## src/rtl/multi_dma_controller.sv

```systemverilog
// Register-mapped DMA sequencer: NUM_MM2S read channels plus one write channel, each snapshotting
// its config on start, presenting a descriptor until accepted, then waiting for completion status.
module multi_dma_controller #(
    parameter int NUM_MM2S        = 2,
    parameter int AXI_ADDR_WIDTH  = 32,
    parameter int AXI_DATA_WIDTH  = 32,
    parameter int AXI_LEN_WIDTH   = 32,
    parameter int AXI_TAG_WIDTH   = 8,
    parameter int AXIS_USER_WIDTH = 8
) (
    input  logic                                              clk,
    input  logic                                              rst,
    input  logic                                              reg_wr_en,
    input  logic [AXI_ADDR_WIDTH-1:0]                         reg_wr_addr,
    input  logic [AXI_DATA_WIDTH-1:0]                         reg_wr_data,
    input  logic                                              reg_rd_en,
    input  logic [AXI_ADDR_WIDTH-1:0]                         reg_rd_addr,
    output logic [AXI_DATA_WIDTH-1:0]                         reg_rd_data,
    output logic [AXI_ADDR_WIDTH+AXI_LEN_WIDTH-1:0]           s2mm_desc,
    output logic [AXI_TAG_WIDTH-1:0]                          s2mm_tag,
    output logic                                              s2mm_valid,
    input  logic                                              s2mm_ready,
    input  logic [3:0]                                        s2mm_status_error,
    input  logic                                              s2mm_status_valid,
    output logic [NUM_MM2S*(AXI_ADDR_WIDTH+AXI_LEN_WIDTH)-1:0] mm2s_desc,
    output logic [NUM_MM2S*AXIS_USER_WIDTH-1:0]               mm2s_user,
    output logic [NUM_MM2S-1:0]                               mm2s_valid,
    input  logic [NUM_MM2S-1:0]                               mm2s_ready,
    input  logic [NUM_MM2S*4-1:0]                             mm2s_status_error,
    input  logic [NUM_MM2S-1:0]                               mm2s_status_valid,
    output logic                                              irq
);
    localparam int AW     = AXI_ADDR_WIDTH;
    localparam int DW     = AXI_DATA_WIDTH;
    localparam int LW     = AXI_LEN_WIDTH;
    localparam int TW     = AXI_TAG_WIDTH;
    localparam int UW     = AXIS_USER_WIDTH;
    localparam int DESC_W = AW + LW;

    // state  | meaning
    // S_IDLE | channel free, accepts a start
    // S_REQ  | descriptor presented, valid high until ready
    // S_WAIT | descriptor accepted, waiting for status_valid
    typedef enum logic [1:0] {S_IDLE, S_REQ, S_WAIT} state_t;

    logic [AW-1:0] rd_cfg_addr_q [NUM_MM2S];
    logic [LW-1:0] rd_cfg_len_q  [NUM_MM2S];
    logic [UW-1:0] rd_cfg_user_q [NUM_MM2S];
    logic [AW-1:0] wr_cfg_addr_q;
    logic [LW-1:0] wr_cfg_len_q;
    logic [TW-1:0] wr_cfg_tag_q;

    state_t        rd_state_q     [NUM_MM2S];
    logic [AW-1:0] rd_desc_addr_q [NUM_MM2S];
    logic [LW-1:0] rd_desc_len_q  [NUM_MM2S];
    logic [UW-1:0] rd_desc_user_q [NUM_MM2S];
    logic [NUM_MM2S-1:0] rd_valid_q;
    logic [NUM_MM2S-1:0] rd_done_q;
    logic [NUM_MM2S-1:0] rd_err_q;

    state_t        wr_state_q;
    logic [AW-1:0] wr_desc_addr_q;
    logic [LW-1:0] wr_desc_len_q;
    logic [TW-1:0] wr_desc_tag_q;
    logic          wr_valid_q;
    logic          wr_done_q;
    logic          wr_err_q;

    logic [31:0]   done_cnt_q, done_cnt_d;
    logic          irq_q, irq_d;
    logic [DW-1:0] reg_rd_data_q, rd_data_d;

    logic                ctrl_wr;
    logic                cnt_wr;
    logic [NUM_MM2S-1:0] rd_start;
    logic                wr_start;
    logic [NUM_MM2S-1:0] rd_busy;
    logic                wr_busy;
    logic [NUM_MM2S-1:0] rd_cmpl;
    logic                wr_cmpl;
    logic [3:0]          n_cmpl;

    assign ctrl_wr  = reg_wr_en && (reg_wr_addr == AW'(0));
    assign cnt_wr   = reg_wr_en && (reg_wr_addr == AW'(3));
    assign rd_start = ctrl_wr ? reg_wr_data[NUM_MM2S-1:0] : '0;
    assign wr_start = ctrl_wr && reg_wr_data[31];

    always_comb begin
        rd_busy = '0;
        rd_cmpl = '0;
        for (int i = 0; i < NUM_MM2S; i++) begin
            rd_busy[i] = (rd_state_q[i] != S_IDLE);
            rd_cmpl[i] = (rd_state_q[i] == S_WAIT) && mm2s_status_valid[i];
        end
    end

    assign wr_busy = (wr_state_q != S_IDLE);
    assign wr_cmpl = (wr_state_q == S_WAIT) && s2mm_status_valid;

    always_comb begin
        n_cmpl = {3'b000, wr_cmpl};
        for (int i = 0; i < NUM_MM2S; i++) begin
            n_cmpl = n_cmpl + {3'b000, rd_cmpl[i]};
        end
    end

    assign done_cnt_d = done_cnt_q + 32'(n_cmpl);
    // A completion in the same cycle as the acknowledge keeps the interrupt raised.
    assign irq_d = ((|rd_cmpl) || wr_cmpl) ? 1'b1 : (cnt_wr ? 1'b0 : irq_q);

    always_ff @(posedge clk or posedge rst) begin
        if (rst) begin
            for (int i = 0; i < NUM_MM2S; i++) begin
                rd_cfg_addr_q[i] <= '0;
                rd_cfg_len_q[i]  <= '0;
                rd_cfg_user_q[i] <= '0;
            end
            wr_cfg_addr_q <= '0;
            wr_cfg_len_q  <= '0;
            wr_cfg_tag_q  <= '0;
        end else if (reg_wr_en) begin
            if (reg_wr_addr == AW'(4)) wr_cfg_addr_q <= AW'(reg_wr_data);
            if (reg_wr_addr == AW'(5)) wr_cfg_len_q  <= LW'(reg_wr_data);
            if (reg_wr_addr == AW'(6)) wr_cfg_tag_q  <= TW'(reg_wr_data);
            for (int i = 0; i < NUM_MM2S; i++) begin
                if (reg_wr_addr == AW'(16 + 4*i)) rd_cfg_addr_q[i] <= AW'(reg_wr_data);
                if (reg_wr_addr == AW'(17 + 4*i)) rd_cfg_len_q[i]  <= LW'(reg_wr_data);
                if (reg_wr_addr == AW'(18 + 4*i)) rd_cfg_user_q[i] <= UW'(reg_wr_data);
            end
        end
    end

    always_ff @(posedge clk or posedge rst) begin
        if (rst) begin
            for (int i = 0; i < NUM_MM2S; i++) begin
                rd_state_q[i]     <= S_IDLE;
                rd_desc_addr_q[i] <= '0;
                rd_desc_len_q[i]  <= '0;
                rd_desc_user_q[i] <= '0;
            end
            rd_valid_q     <= '0;
            rd_done_q      <= '0;
            rd_err_q       <= '0;
            wr_state_q     <= S_IDLE;
            wr_desc_addr_q <= '0;
            wr_desc_len_q  <= '0;
            wr_desc_tag_q  <= '0;
            wr_valid_q     <= 1'b0;
            wr_done_q      <= 1'b0;
            wr_err_q       <= 1'b0;
        end else begin
            for (int i = 0; i < NUM_MM2S; i++) begin
                case (rd_state_q[i])
                    S_IDLE: if (rd_start[i]) begin
                        rd_state_q[i]     <= S_REQ;
                        rd_valid_q[i]     <= 1'b1;
                        rd_desc_addr_q[i] <= rd_cfg_addr_q[i];
                        rd_desc_len_q[i]  <= rd_cfg_len_q[i];
                        rd_desc_user_q[i] <= rd_cfg_user_q[i];
                        rd_done_q[i]      <= 1'b0;
                        rd_err_q[i]       <= 1'b0;
                    end
                    S_REQ: if (mm2s_ready[i]) begin
                        rd_state_q[i] <= S_WAIT;
                        rd_valid_q[i] <= 1'b0;
                    end
                    S_WAIT: if (mm2s_status_valid[i]) begin
                        rd_state_q[i] <= S_IDLE;
                        rd_done_q[i]  <= 1'b1;
                        rd_err_q[i]   <= rd_err_q[i] | (|mm2s_status_error[4*i +: 4]);
                    end
                    default: begin
                        rd_state_q[i] <= S_IDLE;
                        rd_valid_q[i] <= 1'b0;
                    end
                endcase
            end

            case (wr_state_q)
                S_IDLE: if (wr_start) begin
                    wr_state_q     <= S_REQ;
                    wr_valid_q     <= 1'b1;
                    wr_desc_addr_q <= wr_cfg_addr_q;
                    wr_desc_len_q  <= wr_cfg_len_q;
                    wr_desc_tag_q  <= wr_cfg_tag_q;
                    wr_done_q      <= 1'b0;
                    wr_err_q       <= 1'b0;
                end
                S_REQ: if (s2mm_ready) begin
                    wr_state_q <= S_WAIT;
                    wr_valid_q <= 1'b0;
                end
                S_WAIT: if (s2mm_status_valid) begin
                    wr_state_q <= S_IDLE;
                    wr_done_q  <= 1'b1;
                    wr_err_q   <= wr_err_q | (|s2mm_status_error);
                end
                default: begin
                    wr_state_q <= S_IDLE;
                    wr_valid_q <= 1'b0;
                end
            endcase
        end
    end

    always_comb begin
        rd_data_d = '0;
        if (reg_rd_addr == AW'(1)) begin
            rd_data_d[NUM_MM2S-1:0]  = rd_busy;
            rd_data_d[15]            = wr_busy;
            rd_data_d[16 +: NUM_MM2S] = rd_done_q;
            rd_data_d[31]            = wr_done_q;
        end else if (reg_rd_addr == AW'(2)) begin
            rd_data_d[NUM_MM2S-1:0] = rd_err_q;
            rd_data_d[15]           = wr_err_q;
        end else if (reg_rd_addr == AW'(3)) begin
            rd_data_d = DW'(done_cnt_q);
        end else if (reg_rd_addr == AW'(4)) begin
            rd_data_d = DW'(wr_cfg_addr_q);
        end else if (reg_rd_addr == AW'(5)) begin
            rd_data_d = DW'(wr_cfg_len_q);
        end else if (reg_rd_addr == AW'(6)) begin
            rd_data_d = DW'(wr_cfg_tag_q);
        end
        for (int i = 0; i < NUM_MM2S; i++) begin
            if (reg_rd_addr == AW'(16 + 4*i)) rd_data_d = DW'(rd_cfg_addr_q[i]);
            if (reg_rd_addr == AW'(17 + 4*i)) rd_data_d = DW'(rd_cfg_len_q[i]);
            if (reg_rd_addr == AW'(18 + 4*i)) rd_data_d = DW'(rd_cfg_user_q[i]);
        end
    end

    always_ff @(posedge clk or posedge rst) begin
        if (rst) begin
            done_cnt_q    <= '0;
            irq_q         <= 1'b0;
            reg_rd_data_q <= '0;
        end else begin
            done_cnt_q <= done_cnt_d;
            irq_q      <= irq_d;
            if (reg_rd_en) reg_rd_data_q <= rd_data_d;
        end
    end

    for (genvar g = 0; g < NUM_MM2S; g++) begin : g_mm2s_out
        assign mm2s_desc[g*DESC_W +: DESC_W] = {rd_desc_len_q[g], rd_desc_addr_q[g]};
        assign mm2s_user[g*UW +: UW]         = rd_desc_user_q[g];
    end

    assign mm2s_valid  = rd_valid_q;
    assign s2mm_desc   = {wr_desc_len_q, wr_desc_addr_q};
    assign s2mm_tag    = wr_desc_tag_q;
    assign s2mm_valid  = wr_valid_q;
    assign irq         = irq_q;
    assign reg_rd_data = reg_rd_data_q;

endmodule

```

## config.mk

```make
export PLATFORM = sky130hd
export DESIGN_NAME = multi_dma_controller
export DESIGN_NICKNAME = d
export VERILOG_FILES = /design/src/rtl/multi_dma_controller.sv
export SDC_FILE = /design/constraint.sdc
export NUM_CORES = 1
export LEC_CHECK = 0
export CORE_MARGIN = 2
export CORE_UTILIZATION = 33
export CTS_CLUSTER_DIAMETER = 120
export CTS_CLUSTER_SIZE = 14
export DETAILED_ROUTE_END_ITERATION = 6
export SLEW_MARGIN = 10
export SYNTH_ARGS = -nofsm -noshare
export SYNTH_HDL_FRONTEND = slang
export SYNTH_SLANG_ARGS = --single-unit
```

## constraint.sdc

```tcl
create_clock -name clk -period 15.24 [get_ports clk]
set_clock_uncertainty 0.15 [all_clocks]
set_input_delay 1.524 -clock clk [delete_from_list [all_inputs] [get_ports clk]]
set_output_delay 1.524 -clock clk [all_outputs]
set_load 0.02 [all_outputs]
```

After elaboration in Yosys (flattened, before gate mapping)
Cells that the tools add are included.
Widths: inputs -> output; s select.

word-level totals
  flip-flop bits (word level) = 512
  bits of input ports = 118
  output and inout port bits = 252
  word-level logic and storage cells = 180

cells by class
  add/subtract/negate cells = 3
  eq/ne operators = 37
  mux-type cells = 58
  bitwise logic cells = 6
  reductions and logical operators = 43

operator list
  cell                 count
  $eq 32x5->1 const B  12
  $mux 32              9
  $eq 32x3->1 const B  6
  $eq 32x2->1 const B  3
  $mux 13              3
  $add 32x3->32        1
  $eq 32x1->1 const B  1
  $logic_not 32->1     1
  $reduce_and 3->1     9
  $mux 2               12
  $reduce_and 2->1     12
  $mux 1               19
  $ne 2x2->1 const B   9
  $pmux 2 s3           3
  $mux 16              1
  $reduce_bool 2->1    7
  $pmux 1 s2           6
  $reduce_or 4->1      3
  $pmux 1 s3           3
  $mux 8               1
  $eq 2x1->1 const B   3
  $eq 2x2->1 const B   3
  $logic_and 1x1->1    6
  $logic_not 2->1      3
  other kinds (7)      11

Logic depth before layout (Yosys ltp)
  word-level depth = 13
  gate-level depth with buffers = 11
  mapped depth without buffers = 11

Worst setup path before layout
Ideal clock, no wire load.

  path type = input port to flip-flop
  start point = input mm2s_status_valid[0]
  end point = register done_cnt_q[30]
  library setup time = 0.123 ns
  data arrival time = 3.646 ns
  required time = 14.967 ns
  setup slack = 11.321 ns
  stages = 11
  buffers on the path = 0
  cells stage by stage = inv_1 -> nor2_1 -> fa_1 -> ha_1 -> fa_1 -> nand3_1 -> nor3_1 -> and3_1 -> nor3b_1 -> nand2_1 -> xnor2_1

on the way
  word-level cells in the longest chain between the ends = 4

RTL lines
  item                  RTL line  RTL
  from (decl)           30        input logic [NUM_MM2S-1:0] mm2s_status_valid,
  $logic_and 1x1->1     93        rd_cmpl[i] = (rd_state_q[i] == S_WAIT) && mm2s_status_valid[i];
  $add 1x1->2           103       n_cmpl = n_cmpl + {3'b000, rd_cmpl[i]};
  $add 2x1->3           103
  $add 32x3->32         107       assign done_cnt_d = done_cnt_q + 32'(n_cmpl);
  via done_cnt_d[30]    69        logic [31:0] done_cnt_q, done_cnt_d;
  to (signal assigned)  238       done_cnt_q <= done_cnt_d;
  to (decl)             69

The timed path passes the listed nets, and every way through them passes these cells.
A chain may end at the register's enable or synchronous reset.

Worst setup path after layout
  start point = input reg_rd_addr[26]
  end point = register reg_rd_data_q[31], in the netlist reg_rd_data[31]

on the way
  word-level cells in the longest chain between the ends = 12
  elaborated cells between the ends (all ways) = 22
  classes of those cells = 11 x eq/ne; 11 x mux

RTL lines
  item                  RTL line  RTL
  from (decl)           17        input logic [AXI_ADDR_WIDTH-1:0] reg_rd_addr,
  $eq 32x3->1           220       end else if (reg_rd_addr == AW'(5)) begin
  $mux 32               220
  $mux 32               218       end else if (reg_rd_addr == AW'(4)) begin
  $mux 32               216       end else if (reg_rd_addr == AW'(3)) begin
  $mux 16               213       end else if (reg_rd_addr == AW'(2)) begin
  $mux 1                208       if (reg_rd_addr == AW'(1)) begin
  $mux 32               226       if (reg_rd_addr == AW'(16 + 4*i)) rd_data_d = DW'(rd_cfg_addr_q[i]);
  $mux 32               227       if (reg_rd_addr == AW'(17 + 4*i)) rd_data_d = DW'(rd_cfg_len_q[i]);
  $mux 32               228       if (reg_rd_addr == AW'(18 + 4*i)) rd_data_d = DW'(rd_cfg_user_q[i]);
  $mux 32               226
  $mux 32               227
  $mux 32 *             228
  to (signal assigned)  240       if (reg_rd_en) reg_rd_data_q <= rd_data_d;
  to (decl)             71        logic [DW-1:0] reg_rd_data_q, rd_data_d;

Every way passes the cells marked *; elsewhere a longest branch is shown, timed or not.

==> metrics.csv <==
metric,value,unit
worst-path fanout max,22,
worst hold path cell count,1,
global-route wire length before repair,106,mm
mapped cell area,0.0220,mm2
Crit Reg-Reg Endpoint,done_cnt_q[28]$_DFF_PP0_,
Pwr Density,91.0,mW/mm2
CTS tree,done,
total setup buffers inserted after CTS,0,
CTS resizes,0,
Root Buffer,clkbuf_16,
DR DRC count,0,
R2R depth,11,
Hold WC Path Type,reg -> reg,
Reg2Reg Setup Slack,11.64,ns
Final GP Congestion,0.810,
routed wire length,72.4,mm
Initial Utilization,33.3,%
clock slew at reported path FFs,0.07,ns
I/O pins,370,
final hold vios,0,
htree depth,2,
nets,2105,
area grow syn2layout,25.8,%
Synth warnings,0,
CP endpoint kind,flip-flop,
CTS buffer count,42,
worst-path cell chain,clkdlybuf4s50_1 -> nor4_2 -> nand3_2 -> nor4_4 -> buf_4 -> a2111oi_0 -> a221o_1 -> a22oi_1,
async set or reset register ratio after synthesis,100,%
final max-slew violation count,0,
Post-Syn Instances,1637,
Synth Flop Type,dfrtp_1,
drt pass-1 iters,6,
vias in the first global route,15904,
layout cell share with drive strength beyond 1,20.3,%
GRT Residual Overflow,0,
"slowest stage delay, CP",1.20,ns
final setup fails,0,
CP bufs+invs,2,
worst skew pair latency,0.61,ns
Slew HR,22.0,%
fin crit share,32.6,%
Core Area,0.0659,mm2
clock net sink count,512,
count of cell types in the netlist,66,
Post-Synthesis Net Count,1759,
Die W,262,um
MaxCap Viol Count,0,
initial antenna violation count,2,
status,completed,
Crit Path Category,in -> reg,
overall routing resource usage,21.0,%
Syn Area/Cell,13.4,um2
vias,15282,
IO Port Bufs,369,
clock buffer depth,3,
number of vias per cell,5.36,
Initial DRC Count,1081,
Hold EP,done_cnt_q[31]$_DFF_PP0_,
die footprint,0.0686,mm2
final core occ,41.9,%
WL per Instance,25.4,um
worst path required time,15.61,ns
Final Power,2.51,mW
Finished Layout Cells,2851,
CP startpoint kind,input port,
Die Height,262,um
"leading cell types in the layout, fill and taps excluded","512 x dfrtp_1, 367 x clkdlybuf4s50_1, 286 x mux2_2",
Final Critical Period,4.96,ns
DP Wirelength,48.1,mm
largest net degree at the start of global routing,176,
CP max-delay cell,nor4_4,
Arrival @ worst endpoint,5.33,ns
worst vdd ir,0.0763,mV
worst r2r src,wr_state_q[0]$_DFFE_PP0P_,
hold buffers post-CTS,0,
Post-synth EDFFs,0,
P_leak,13.2,nW
Slew @ Worst Pin,1.16,ns
worst hold path startpoint,done_cnt_q[31]$_DFF_PP0_,
ANT nets after route,0,
"most common cell after layout, fill and taps aside",dfrtp_1,
fmax,202,MHz
post-synthesis sequential area ratio,58.3,%
FP Rows,94,
placed cells,2803,
RSZ-0062 raised after global routing,no,
Yosys reg bits,512,
setup tns final,0,ns
family with the most delay on the worst path,simple AND/OR/NAND/NOR gates,
==> through the flow <==
step,instance area [um2],hold slack (ns),setup slack (ns)
final,27600,0.321,10.28
after detailed placement,26500,0.318,9.73
after global routing,27600,0.357,10.07
after global placement,26500,0.315,9.81
after CTS,27600,0.329,10.37
after floorplan,22000,0.295,6.61
==> routing by layer <==
metal  vias up  global-route usage [%]  part of all wire [%]  wire, um
li1       6678                       -                     -         -
met1      7908                    27.2                    42     30100
met2       569                    34.1                    47     34200
met3       125                    5.35                   7.8      5680
met4         2                    7.31                   3.4      2430
met5         -                       0                 0.018        13
==> worst max path at each step <==
stage / endpoint / cells past startpoint / start / slack [ns]
6_report: reg_rd_data[31]$_DFFE_PP0P_ / 8 / reg_rd_addr[26] / 10.28
5_1_grt: reg_rd_data[11]$_DFFE_PP0P_ / 5 / rst / 10.07
4_1_cts: reg_rd_data[31]$_DFFE_PP0P_ / 8 / reg_rd_addr[26] / 10.37
3_5_place_dp: reg_rd_data[31]$_DFFE_PP0P_ / 8 / reg_rd_addr[26] / 9.73
3_3_place_gp: reg_rd_data[31]$_DFFE_PP0P_ / 8 / reg_rd_addr[26] / 9.81
2_1_floorplan: done_cnt_q[0]$_DFF_PP0_ / 1 / rst / 6.61
==> final cells by class <==
cell class / instances / area (um2)
inverters: 22 / 86.3
flip-flops and latches: 512 / 12800
diodes: 2 / 5.00
fillers: 6118 / 38200
well taps: 864 / 1080
multi-input cells: 1010 / 8630
repair buffers: 395 / 3890
clock inverters: 4 / 67.6
clock buffers: 42 / 1050
==> state kept, by name, summed over array words and instances, names as in the netlist <==
signal,count
irq,1
rd_cfg_user_q,16
wr_done_q,1
wr_desc_len_q,32
rd_err_q,2
wr_cfg_tag_q,8
rd_cfg_addr_q,64
wr_err_q,1
wr_cfg_len_q,32
wr_state_q,2
s2mm_valid,1
rd_cfg_len_q,64
done_cnt_q,32
mm2s_valid,2
mm2s_desc,128
wr_cfg_addr_q,32
reg_rd_data,32
rd_done_q,2
mm2s_user,16
wr_desc_addr_q,32
rd_state_q,4
s2mm_tag,8
==> cell families (layout without fill, tap and decap cells) <==
kind of cell / count (synthesis) / count (layout) / synth area share (%)
adders and majority gates: 4 / 4 / 0.296
AOI/OAI and AO/OA: 250 / 250 / 7.50
and+or+nand+nor: 282 / 282 / 7.08
buffers and inverters: 115 / 463 / 2.75
other: 0 / 2 / 0
xor gates and xnor gates: 30 / 30 / 1.20
muxes: 444 / 444 / 22.8
DFF: 512 / 512 / 58.3
==> cell usage after synthesis, types with 15 or more instances <==
cell	count	area, um2
xnor2_1	22	193
a21o_1	24	180
inv_1	22	82.6
o21ai_0	15	75.1
nor2_1	72	270
clkbuf_1	38	143
a222oi_1	20	200
dfrtp_1	512	12800
o21ai_1	36	180
nor2b_1	15	93.8
nor4_1	26	163
buf_1	22	82.6
o22ai_1	28	175
nand2_1	71	267
buf_6	19	214
mux2_2	286	3220
a21oi_1	74	370
mux2_1	139	1570
==> where the power goes <==
group          leakage, nW  internal, mW  switching [mW]
logic                 5.54        0.0527          0.0853
clock network        0.547         0.495           0.502
registers             7.09          1.37          0.0104
==> worst register-to-register path, delay by kind of cell (launching register included) <==
kind	cells	cell delay, ns
xor+xnor	1	0.13
fa+ha+maj	3	0.69
flops	1	0.42
simple gates	7	2.09
Note: power is estimated with default switching activity, not from simulation.
